==> src/rtl/tx_queue_sched_pkg.sv <==
`default_nettype none
// ============================================================================
// Module      : tx_queue_sched_pkg
// Description : Shared constants for the tx queue scheduler. It holds the
//               queue count, the default field widths and the FSM state
//               encodings.
// Revision    : 1.0 - initial release
// ============================================================================
package tx_queue_sched_pkg;

    // The scheduler and its picker are built for exactly four queues.
    localparam int NUM_Q            = 4;
    localparam int CW_EXP_WIDTH_DEF = 4;
    localparam int RETRY_WIDTH_DEF  = 4;

    // These are the sched_state encodings. Code 3 is unused and falls back
    // to IDLE.
    localparam logic [1:0] SCHED_IDLE   = 2'd0;
    localparam logic [1:0] SCHED_TX     = 2'd1;
    localparam logic [1:0] SCHED_RESULT = 2'd2;

endpackage : tx_queue_sched_pkg
`default_nettype wire

==> src/rtl/tx_queue_sched_rr_pick4.sv <==
`default_nettype none
// ============================================================================
// Module      : rr_pick4
// Description : Combinational 4-way round-robin priority picker. It returns
//               the first set bit of elig, searching from rr_ptr upward
//               modulo 4.
// Ports       : elig   - eligible request vector
//               rr_ptr - highest-priority position
//               valid  - at least one request is eligible
//               idx    - index of the winning request
// Revision    : 1.0 - initial release
// ============================================================================
module rr_pick4 (
    input  wire logic [3:0] elig,
    input  wire logic [1:0] rr_ptr,
    output logic            valid,
    output logic [1:0]      idx
);

    logic [1:0] w_pos;

    // The loop scans from the farthest offset down to offset 0. The nearest
    // set bit after rr_ptr is therefore the last one written.
    always_comb begin
        valid = 1'b0;
        idx   = 2'd0;
        w_pos = 2'd0;
        for (int i = 3; i >= 0; i--) begin
            w_pos = rr_ptr + 2'(i);
            if (elig[w_pos]) begin
                valid = 1'b1;
                idx   = w_pos;
            end
        end
    end

endmodule : rr_pick4
`default_nettype wire

==> src/rtl/tx_queue_sched.sv <==
`default_nettype none
// ============================================================================
// Module      : tx_queue_sched
// Description : Round-robin scheduler for four tx queues that share one
//               CSMA/CA backoff engine. It launches one transmission per
//               backoff expiry and waits for the ack result or an ack
//               timeout. It then applies the binary-exponential CW update,
//               the retry count and the drop policy.
// Ports       : clk, rst (sync, active high), tsf_pulse_1M (1 us tick)
//               queue_req/slice_en   - per-queue eligibility inputs
//               backoff_done         - backoff expired, medium free
//               cw_min_exp/cw_max_exp, retry_limit, tx_timeout_top - config
//               tx_end_strobe/tx_ack_ok - tx result
//               cw_exp               - CW exponent of the current candidate
//               tx_start/tx_q_idx/tx_busy - launch pulse, queue, busy flag
//               drop_strobe/drop_q_idx    - frame discard pulse and queue
//               sched_state          - FSM state readback
// Revision    : 1.0 - initial release
// ============================================================================
module tx_queue_sched
    import tx_queue_sched_pkg::*;
#(
    parameter int CW_EXP_WIDTH  = CW_EXP_WIDTH_DEF,
    parameter int RETRY_WIDTH   = RETRY_WIDTH_DEF,
    parameter int TIMEOUT_WIDTH = 16
) (
    input  wire logic                     clk,
    input  wire logic                     rst,
    input  wire logic                     tsf_pulse_1M,
    input  wire logic [NUM_Q-1:0]         queue_req,
    input  wire logic [NUM_Q-1:0]         slice_en,
    input  wire logic                     backoff_done,
    input  wire logic [CW_EXP_WIDTH-1:0]  cw_min_exp,
    input  wire logic [CW_EXP_WIDTH-1:0]  cw_max_exp,
    input  wire logic [RETRY_WIDTH-1:0]   retry_limit,
    input  wire logic [TIMEOUT_WIDTH-1:0] tx_timeout_top,
    input  wire logic                     tx_end_strobe,
    input  wire logic                     tx_ack_ok,
    output logic [CW_EXP_WIDTH-1:0]       cw_exp,
    output logic                          tx_start,
    output logic [1:0]                    tx_q_idx,
    output logic                          tx_busy,
    output logic                          drop_strobe,
    output logic [1:0]                    drop_q_idx,
    output logic [1:0]                    sched_state
);

    logic [CW_EXP_WIDTH-1:0]  r_cw    [NUM_Q];
    logic [RETRY_WIDTH-1:0]   r_retry [NUM_Q];
    logic [1:0]               r_state;
    logic [1:0]               r_rr_ptr;
    logic [1:0]               r_tx_q;
    logic [1:0]               r_drop_q;
    logic [TIMEOUT_WIDTH-1:0] r_tmo_cnt;
    logic                     r_ok;
    logic                     r_tx_start;
    logic                     r_tx_busy;
    logic                     r_drop;
    logic [CW_EXP_WIDTH-1:0]  r_cw_exp;

    logic [NUM_Q-1:0]         w_elig;
    logic                     w_cand_vld;
    logic [1:0]               w_cand_idx;
    logic [TIMEOUT_WIDTH:0]   w_tmo_inc;
    logic [CW_EXP_WIDTH:0]    w_cw_inc;
    logic [CW_EXP_WIDTH-1:0]  w_cw_bumped;
    logic [CW_EXP_WIDTH-1:0]  w_cw_floor;
    logic [RETRY_WIDTH:0]     w_retry_inc;
    logic                     w_drop;
    logic [1:0]               w_rr_next;

    assign w_elig = queue_req & slice_en;

    rr_pick4 u_pick (
        .elig   (w_elig),
        .rr_ptr (r_rr_ptr),
        .valid  (w_cand_vld),
        .idx    (w_cand_idx)
    );

    // The increments are one bit wider so that overflow and saturation can
    // be detected. The CW reset value is also clamped to the ceiling, which
    // covers a misconfiguration where min exceeds max.
    assign w_tmo_inc   = {1'b0, r_tmo_cnt} + 1'b1;
    assign w_cw_inc    = {1'b0, r_cw[r_tx_q]} + 1'b1;
    assign w_cw_bumped = (w_cw_inc > {1'b0, cw_max_exp}) ? cw_max_exp
                                                         : w_cw_inc[CW_EXP_WIDTH-1:0];
    assign w_cw_floor  = (cw_min_exp > cw_max_exp) ? cw_max_exp : cw_min_exp;
    assign w_retry_inc = {1'b0, r_retry[r_tx_q]} + 1'b1;
    assign w_drop      = w_retry_inc > {1'b0, retry_limit};
    assign w_rr_next   = r_tx_q + 2'd1;

    always_ff @(posedge clk) begin
        if (rst) begin
            for (int i = 0; i < NUM_Q; i++) begin
                r_cw[i]    <= cw_min_exp;
                r_retry[i] <= '0;
            end
            r_state    <= SCHED_IDLE;
            r_rr_ptr   <= 2'd0;
            r_tx_q     <= 2'd0;
            r_drop_q   <= 2'd0;
            r_tmo_cnt  <= '0;
            r_ok       <= 1'b0;
            r_tx_start <= 1'b0;
            r_tx_busy  <= 1'b0;
            r_drop     <= 1'b0;
            r_cw_exp   <= cw_min_exp;
        end else begin
            r_tx_start <= 1'b0;
            r_drop     <= 1'b0;

            // cw_exp follows the candidate and holds its last value when no
            // queue is eligible.
            if (w_cand_vld) begin
                r_cw_exp <= r_cw[w_cand_idx];
            end

            case (r_state)
                SCHED_IDLE: begin
                    if (backoff_done && w_cand_vld) begin
                        r_tx_start <= 1'b1;
                        r_tx_q     <= w_cand_idx;
                        r_tmo_cnt  <= '0;
                        r_tx_busy  <= 1'b1;
                        r_state    <= SCHED_TX;
                    end
                end

                SCHED_TX: begin
                    if (tsf_pulse_1M && !w_tmo_inc[TIMEOUT_WIDTH]) begin
                        r_tmo_cnt <= w_tmo_inc[TIMEOUT_WIDTH-1:0];
                    end
                    // A real result takes priority over a timeout that
                    // expires in the same cycle.
                    if (tx_end_strobe) begin
                        r_ok    <= tx_ack_ok;
                        r_state <= SCHED_RESULT;
                    end else if (r_tmo_cnt > tx_timeout_top) begin
                        r_ok    <= 1'b0;
                        r_state <= SCHED_RESULT;
                    end
                end

                SCHED_RESULT: begin
                    r_state   <= SCHED_IDLE;
                    r_tx_busy <= 1'b0;
                    if (r_ok) begin
                        r_cw[r_tx_q]    <= w_cw_floor;
                        r_retry[r_tx_q] <= '0;
                        r_rr_ptr        <= w_rr_next;
                    end else if (w_drop) begin
                        r_drop          <= 1'b1;
                        r_drop_q        <= r_tx_q;
                        r_cw[r_tx_q]    <= w_cw_floor;
                        r_retry[r_tx_q] <= '0;
                        r_rr_ptr        <= w_rr_next;
                    end else begin
                        // rr_ptr is left unchanged so the retried queue keeps
                        // first priority.
                        r_retry[r_tx_q] <= w_retry_inc[RETRY_WIDTH-1:0];
                        r_cw[r_tx_q]    <= w_cw_bumped;
                    end
                end

                default: begin
                    r_state   <= SCHED_IDLE;
                    r_tx_busy <= 1'b0;
                end
            endcase
        end
    end

    assign cw_exp      = r_cw_exp;
    assign tx_start    = r_tx_start;
    assign tx_q_idx    = r_tx_q;
    assign tx_busy     = r_tx_busy;
    assign drop_strobe = r_drop;
    assign drop_q_idx  = r_drop_q;
    assign sched_state = r_state;

endmodule : tx_queue_sched
`default_nettype wire
==> config.mk <==
export PLATFORM = sky130hd
export DESIGN_NAME = tx_queue_sched
export DESIGN_NICKNAME = d
export VERILOG_FILES = /design/src/rtl/tx_queue_sched_pkg.sv /design/src/rtl/tx_queue_sched_rr_pick4.sv /design/src/rtl/tx_queue_sched.sv
export SDC_FILE = /design/constraint.sdc
export NUM_CORES = 1
export LEC_CHECK = 0
export ABC_AREA = 1
export BUFFER_PORTS_ARGS = -buffer_cell sky130_fd_sc_hd__buf_2
export CAP_MARGIN = 25
export CORE_UTILIZATION = 30
export DETAILED_ROUTE_END_ITERATION = 16
export GPL_ROUTABILITY_DRIVEN = 1
export PLACE_DENSITY = 0.51
export SYNTH_ARGS = -nofsm -noshare
export SYNTH_HDL_FRONTEND = slang
export SYNTH_SLANG_ARGS = --single-unit
==> constraint.sdc <==
create_clock -name clk -period 5.8 [get_ports clk]
set_input_delay 1.16 -clock clk [delete_from_list [all_inputs] [get_ports clk]]
set_output_delay 1.16 -clock clk [all_outputs]
set_load 0.02 [all_outputs]
==> run metrics, run 1 <==
Synth-to-Final Area Change=15.8%; Die H=127 um; Worst-Skew Late Latency=340 ps; Clock power frac=0.412; Yosys warnings=0; postcts setup bufs=0; area of the multi-input gates=0.00250 mm2; Worst-Margin Slew=676 ps; Routed wire per std cell=13.7 um; Avg Inst Size Synth=7.32 um2; sw frac=0.298; asr flop ratio synth=0; RSZ-0062 raised after global routing=no; first-pass GRT wire length=20.2 mm; Reg area=0.00168 mm2; fraction of layout cells with a size suffix above 1=0.164; arrival time worst endpoint=3600 ps; CTS Root Cell=clkbuf_16; Post-DP HPWL=9.72 mm; sequential cell area fraction in the yosys report=0.361; GP Congestion=0.854; total global routing overflow=0; CP max stage cell=dfxtp_1; Peak VDD IR=0.133 mV; Final #Nets=762; CTS sink count=66; Critical Path RT=5900 ps; Largest stage delay, worst path=750 ps; largest net degree at the start of global routing=23; sequential fraction of design power=0.381; final slew viol count=0; I/O pins=55; die area=0.0160 mm2; WS Path Type=flip-flop to flip-flop; largest fanout on the critical path=19; power per cell area=261 mW/mm2; vias in the first global route=4,104; Max H-tree Level=3; area leader, netlist=edfxtp_1; Period minus WS final=3490 ps; filler-free cell count of the finished design=882; DRT Pass-1 Iters=5; Post-synth EDFFs=36; via count=4,276; clk_skew=8.15 ps; Internal Power=0.000985 W; Ant. Diodes=0; clock slew at reported path FFs=60 ps; Most used DFF post-synth=edfxtp_1; core area=0.0151 mm2; CP Launch Type=flip-flop; Synth Cell Area=0.00465 mm2; Placed Cells=866; Final WS setup=2310 ps; fmax=286 MHz; initial antenna violation count=0; Total Routing Usage GR=0.161; Post-CTS Resized=0; setup slack at placement=2340 ps; starting density of the core=0.307; final hold violations=0; Gate power share=0.207; Mapped Cells=636; detailed-route wire length=12.1 mm; Cell Chain, Critical Path=nand2_1 -> a32oi_2 -> ha_1 -> xor2_1 -> inv_1 -> ha_1 -> a21oi_1 -> o21ai_0 -> nand2_1 -> nand2_1 -> nand2_1 -> nand3_4 -> nor2_2 -> nand3_2 -> nand2_1 -> nand2_1 -> nand2_1 -> inv_1; Setup-failing EPs final=0; Max Cap Viol=0; Unique masters post-synth=42; post-synth top area share=0.232; Rel. slew slack=0.549; # hold bufs at CTS=0; P_sw=0.000419 W; post-synth net total=709; number of routed nets with antenna violations=0; ranking of synthesized cells by area=edfxtp_1, nand2_1, dfxtp_1; final hold slack=475 ps; # port buffers=54; CTS Buf Count=9; drt via density=4.85; setup TNS=0 ps; period utilization=0.602; status=completed; LEAKAGE=2.58 nW; # DRC=0; Yosys reg bits=66; Die X-Extent=127 um; CTS tree=built; critical path's most frequent cell=nand2_1; Rows=45; Hold Crit Class=flip-flop to flip-flop; clock buffer depth=2; 1st-iter DRT viols=258; Critical Path Sink Type=flip-flop; fill count=1,597
[sequential cells by signal, summed over array words and instances (netlist names), named ones only]
name         flops
cw_exp           4
drop_q_idx       2
drop_strobe      1
r_cw            16
r_ok             1
r_retry         16
r_rr_ptr         2
r_tmo_cnt       16
sched_state      2
tx_busy          1
tx_q_idx         2
tx_start         1
[area by class of cell]
cell class                 instances  share of cell area
multi-input combinational        462               0.465
sequential                        66               0.312
inverter                          95              0.0680
timing repair buffer              55              0.0516
clock buffer                      11              0.0490
tap                              188              0.0437
clock inverter                     5              0.0107
[power by group through the flow]
stage | Combinational (W) | Sequential [W] | Clock (W)
after floorplan | 0.000210 | 0.000547 | 0
after global placement | 0.000284 | 0.000544 | 0
after detailed placement | 0.000291 | 0.000544 | 0
after CTS | 0.000292 | 0.000535 | 0.000588
after global routing | 0.000329 | 0.000538 | 0.000609
final | 0.000290 | 0.000535 | 0.000579
[layout by cell type (no fill, tap or decap), types with 9 or more instances in the layout]
master,count
nand2_1,181
inv_1,84
nand3_1,68
buf_2,54
nor2_1,48
a21oi_1,42
edfxtp_1,36
ha_1,31
dfxtp_1,30
o21ai_0,17
nand4_1,12
nand2_2,10
clkbuf_16,10
xor2_1,9
[final timing paths]
| path | startpoint | to | cells after the start | slack (ps) |
|---|---|---|---|---|
| hold reg to reg | r_ok$_SDFFE_PP0P_ | r_ok$_SDFFE_PP0P_ | 2 | 480 |
| setup reg to reg | flip-flop | r_cw[0][3]$_DFFE_PP_ | 18 | 2310 |
| setup / recovery | flip-flop | r_cw[0][3]$_DFFE_PP_ | 18 | 2310 |
| hold / removal | r_ok$_SDFFE_PP0P_ | r_ok$_SDFFE_PP0P_ | 2 | 480 |
[cells in the mapped netlist, types with 6 or more instances]
| master | instances |
|---|---|
| nand2_2 | 10 |
| edfxtp_1 | 36 |
| inv_1 | 84 |
| nor2_1 | 48 |
| o21ai_0 | 17 |
| nand4_1 | 12 |
| nand3_1 | 68 |
| ha_1 | 31 |
| nand2_1 | 181 |
| dfxtp_1 | 30 |
| a21oi_1 | 42 |
| xor2_1 | 9 |
| inv_2 | 6 |
[metal layers]
metal  GRT usage  share of wire  vias to the layer above
li1            -              -                     2183
met1       0.209           0.48                     1973
met2       0.266           0.46                      109
met3      0.0354          0.046                       11
met4      0.0503          0.014                        0
met5           0              0                        -
[cells by family after synthesis]
| group | synth area share |
|---|---|
| and+or+nand+nor | 0.343 |
| buffers and inverters | 0.100 |
| AOI/OAI and AO/OA | 0.0812 |
| DFF | 0.361 |
| adders and majority gates | 0.0834 |
| xor gates and xnor gates | 0.0242 |
| muxes | 0.00645 |
[metrics by stage]
step	power (W)	instance area (um2)	util
after floorplan	0.000757	4650	-
after global placement	0.000828	5070	0.334
after detailed placement	0.000835	5070	0.334
after CTS	0.00141	5390	0.356
after global routing	0.00148	5390	0.356
final	0.00140	5390	0.356
[critical path, delay by kind of cell, from the launching register on]
family          cells  cell delay, ps
simple gates       10             990
xor+xnor            1             230
compound gates      3             610
buf+inv             2             100
fa+ha+maj           2             560
flops               1             750
No activity file was read; power rests on OpenSTA's default activity.
==> inputs of run 2 (changes only) <==
- ABC_AREA: 1 -> 0
- PLACE_DENSITY: 0.51 -> 0.53
- clock period: 5.8 -> 3 ns (I/O delays scaled with it)
==> run 2 against run 1 <==
  * The flow now finishes with violations (negative setup slack)
  * Critical path type unchanged
  * Global-route usage up 0.60 points
  * Setup slack worse by 2600 ps
  * First-iteration DRC count shrank 30%
  * Critical endpoint is now r_cw[3][0]$_DFFE_PP_
==> run metrics, run 2 <==
status=finished, violations left (was completed); failing checks=negative setup slack; Layout Utilization=0.406 (was 0.356); Hold Crit Class=flip-flop to flip-flop (unchanged); Rows=42 (was 45); top-count cell post-synth=nor2_1 (was nand2_1); Max Cap Viol=0 (unchanged); CTS sink count=66 (unchanged); I/O pins=55 (unchanged); RSZ-0062 raised after global routing=yes (was no); final hold violations=0 (unchanged); 1st-iter DRT viols=180 (was 258); ranking of synthesized cells by area=edfxtp_1, dfxtp_1, ha_1 (was edfxtp_1, nand2_1, dfxtp_1); Yosys warnings=0 (unchanged); # port buffers=54 (unchanged); largest net degree at the start of global routing=18 (was 23); # hold bufs at CTS=0 (unchanged); filler-free cell count of the finished design=689 (was 882); wl on met1=4.90 mm (was 5.83 mm); Yosys reg bits=66 (unchanged); Placed Cells=664 (was 866); met2 WL post-DR=5.79 mm (was 5.55 mm); WS Path Type=flip-flop to flip-flop (unchanged); # DRC=0 (unchanged); CTS Root Cell=clkbuf_16 (unchanged); Routed wire per std cell=16.7 um (was 13.7 um); Worst-Margin Slew=575 ps (was 676 ps); Total Routing Usage GR=0.167 (was 0.161); Critical Path RT=3070 ps (was 5900 ps); CP Launch Type=flip-flop (unchanged); Synth-to-Final Area Change=31.1% (was 15.8%); Mapped Cells=415 (was 636); Worst-Skew Late Latency=330 ps (was 340 ps); clk_skew=7.00 ps (was 8.15 ps); Critical Path Sink Type=flip-flop (unchanged); Unique masters post-synth=65 (was 42); CP max stage cell=mux4_2 (was dfxtp_1); Synth Cell Area=0.00414 mm2 (was 0.00465 mm2); Post-synth EDFFs=36 (unchanged); clock slew at reported path FFs=60 ps (about the same); period utilization=1.11 (was 0.602); fraction of layout cells with a size suffix above 1=0.341 (was 0.164); arrival time worst endpoint=3390 ps (was 3600 ps); Rel. slew slack=0.617 (was 0.549); Largest stage delay, worst path=590 ps (was 750 ps); fmax=301 MHz (was 286 MHz); Peak VDD IR=0.283 mV (was 0.133 mV); clock buffer depth=2 (unchanged); final slew viol count=0 (unchanged); CTS Buf Count=9 (unchanged); Most used DFF post-synth=edfxtp_1 (unchanged); LEAKAGE=2.22 nW (was 2.58 nW); Post-DP HPWL=8.74 mm (was 9.72 mm); setup slack at placement=-315 ps (was 2340 ps); DRT Pass-1 Iters=4 (was 5); synth cell count leaders=nor2_1, edfxtp_1, inv_1 (was nand2_1, inv_1, nand3_1); largest fanout on the critical path=7 (was 19); starting density of the core=0.310 (was 0.307); vias in the first global route=3,501 (was 4,104); Final WS setup=-318 ps (was 2310 ps); Setup-failing EPs final=28 (was 0); Ant. Diodes=0 (unchanged); critical path's most frequent cell=ha_4 (was nand2_1); largest family of logic cells by synthesized area=simple AND/OR/NAND/NOR gates (unchanged); post-synth top area share=0.261 (was 0.232); simple-gate share of the synthesized area=0.190 (was 0.343); asr flop ratio synth=0 (unchanged); total global routing overflow=0 (unchanged); CTS tree=built (unchanged); GP Congestion=0.879 (was 0.854); via count=3,454 (was 4,276); mux cell area share after synthesis=0.0937 (was 0.00645); detailed-route wire length=11.5 mm (was 12.1 mm); Cell Chain, Critical Path=mux4_2 -> ha_4 -> xor2_4 -> ha_4 -> nand4_1 -> a21oi_4 -> o211ai_4 -> or3_4 -> a311oi_4 -> o21ai_1 (was nand2_1 -> a32oi_2 -> ha_1 -> xor2_1 -> inv_1 -> ha_1 -> a21oi_1 -> o21ai_0 -> nand2_1 -> nand2_1 -> nand2_1 -> nand3_4 -> nor2_2 -> nand3_2 -> nand2_1 -> nand2_1 -> nand2_1 -> inv_1); setup TNS=-4460 ps (was 0 ps); die area=0.0143 mm2 (was 0.0160 mm2); biggest regs=r_cw (16), r_retry (16), r_tmo_cnt (16) (unchanged); number of routed nets with antenna violations=0 (unchanged); Avg Inst Size Synth=9.97 um2 (was 7.32 um2); Power Total=0.00264 W (was 0.00140 W); initial antenna violation count=0 (unchanged); Max H-tree Level=3 (unchanged); most frequent cells in the layout=buf_2, buf_4, edfxtp_1, nor2_1 (was nand2_1, inv_1, nand3_1, buf_2, nor2_1); Synth Area in Compound Gates=0.130 (was 0.0812); Die X-Extent=119 um (was 127 um); Final #Nets=581 (was 762); post-synth net total=488 (was 709); sequential cell area fraction in the yosys report=0.406 (was 0.361); adder-cell share of the synthesized area=0.0937 (was 0.0834); XOR/XNOR Fraction of Synth Area=0.0381 (was 0.0242); Top Layer Used=met4 (unchanged); drt via density=5.01 (was 4.85); Period minus WS final=3320 ps (was 3490 ps); Die H=119 um (was 127 um); commonest non-fill, non-tap cell in the layout=buf_2 (was nand2_1); first-pass GRT wire length=18.1 mm (was 20.2 mm); power per cell area=487 mW/mm2 (was 261 mW/mm2); core area=0.0133 mm2 (was 0.0151 mm2); area leader, netlist=edfxtp_1 (unchanged); met3 wire length=530 um (was 553 um)
[run 2: cell types whose count changed after synthesis, moves of 7 or more]
cell	previous run	this run
inv_1	84	32
xnor2_1	2	15
nand4_1	12	4
mux2i_1	3	14
nand2b_1	0	9
nor2b_1	0	9
nand2_2	10	0
o21ai_1	1	8
a21oi_1	42	17
nand3_1	68	10
nand2_1	181	28
clkbuf_1	3	11
[run 2: logic make-up (layout without fill, tap and decap cells)]
kind of cell / after synthesis / in the layout
buffers and inverters: 47 / 145
AND/OR/NAND/NOR: 150 / 150
AO/OA/AOI/OAI: 77 / 77
flip-flops: 66 / 66
multiplexers: 26 / 26
adder cells (fa/ha/maj): 31 / 31
XOR/XNOR: 18 / 18
[run 2: metal layers]
metal | vias to the layer above | GRT usage
met5 | - | 0
li1 | 1701 | -
met3 | 22 | 0.0297
met1 | 1638 | 0.201
met4 | 0 | 0.0656
met2 | 93 | 0.293
[run 2: where the power goes]
| part | internal (W) | leakage [nW] | switching (W) |
|---|---|---|---|
| logic | 0.000325 | 1.49 | 0.000354 |
| clock network | 0.000551 | 0.126 | 0.000389 |
| registers | 0.000997 | 0.607 | 0.0000243 |
[run 2: final timing paths]
path,start,endpoint,slack (ps),depth (start not counted)
min reg2reg,tx_busy$_SDFFE_PP0P_,tx_busy$_SDFFE_PP0P_,480,2
min,tx_busy$_SDFFE_PP0P_,tx_busy$_SDFFE_PP0P_,480,2
max reg2reg,flip-flop,r_cw[3][0]$_DFFE_PP_,-320,10
max,flip-flop,r_cw[3][0]$_DFFE_PP_,-320,10
[run 2: metrics by stage]
stage / hold WS (ps) / instance area, um2
2_1_floorplan: 475 / 4200
3_3_place_gp: 466 / 4870
3_5_place_dp: 463 / 4870
4_1_cts: 474 / 5270
5_1_grt: 518 / 5430
6_report: 480 / 5430
[run 2: area by class of cell]
class                           count  area [um2]
Tap cell                          176         220
Multi-Input combinational cell    302        2520
Clock buffer                       10         229
Fill cell                        1292        7920
Timing Repair Buffer               97         617
Sequential cell                    66        1690
Clock inverter                      6        33.8
Inverter                           32         120
[run 2: critical path: cells and delay by family (launching register included)]
family	cells	cell delay (ps)
adder cells (fa/ha/maj)	2	500
AND/OR/NAND/NOR	2	570
flip-flops	1	420
AO/OA/AOI/OAI	4	760
multiplexers	1	590
XOR/XNOR	1	200
[run 2: what timing repair did]
| action | CTS | global route |
|---|---|---|
| pin swaps | 7 | 16 |
| setup buffers | 5 | 5 |
| resized for setup | 20 | 37 |
| endpoints found under the setup margin | 36 | 37 |
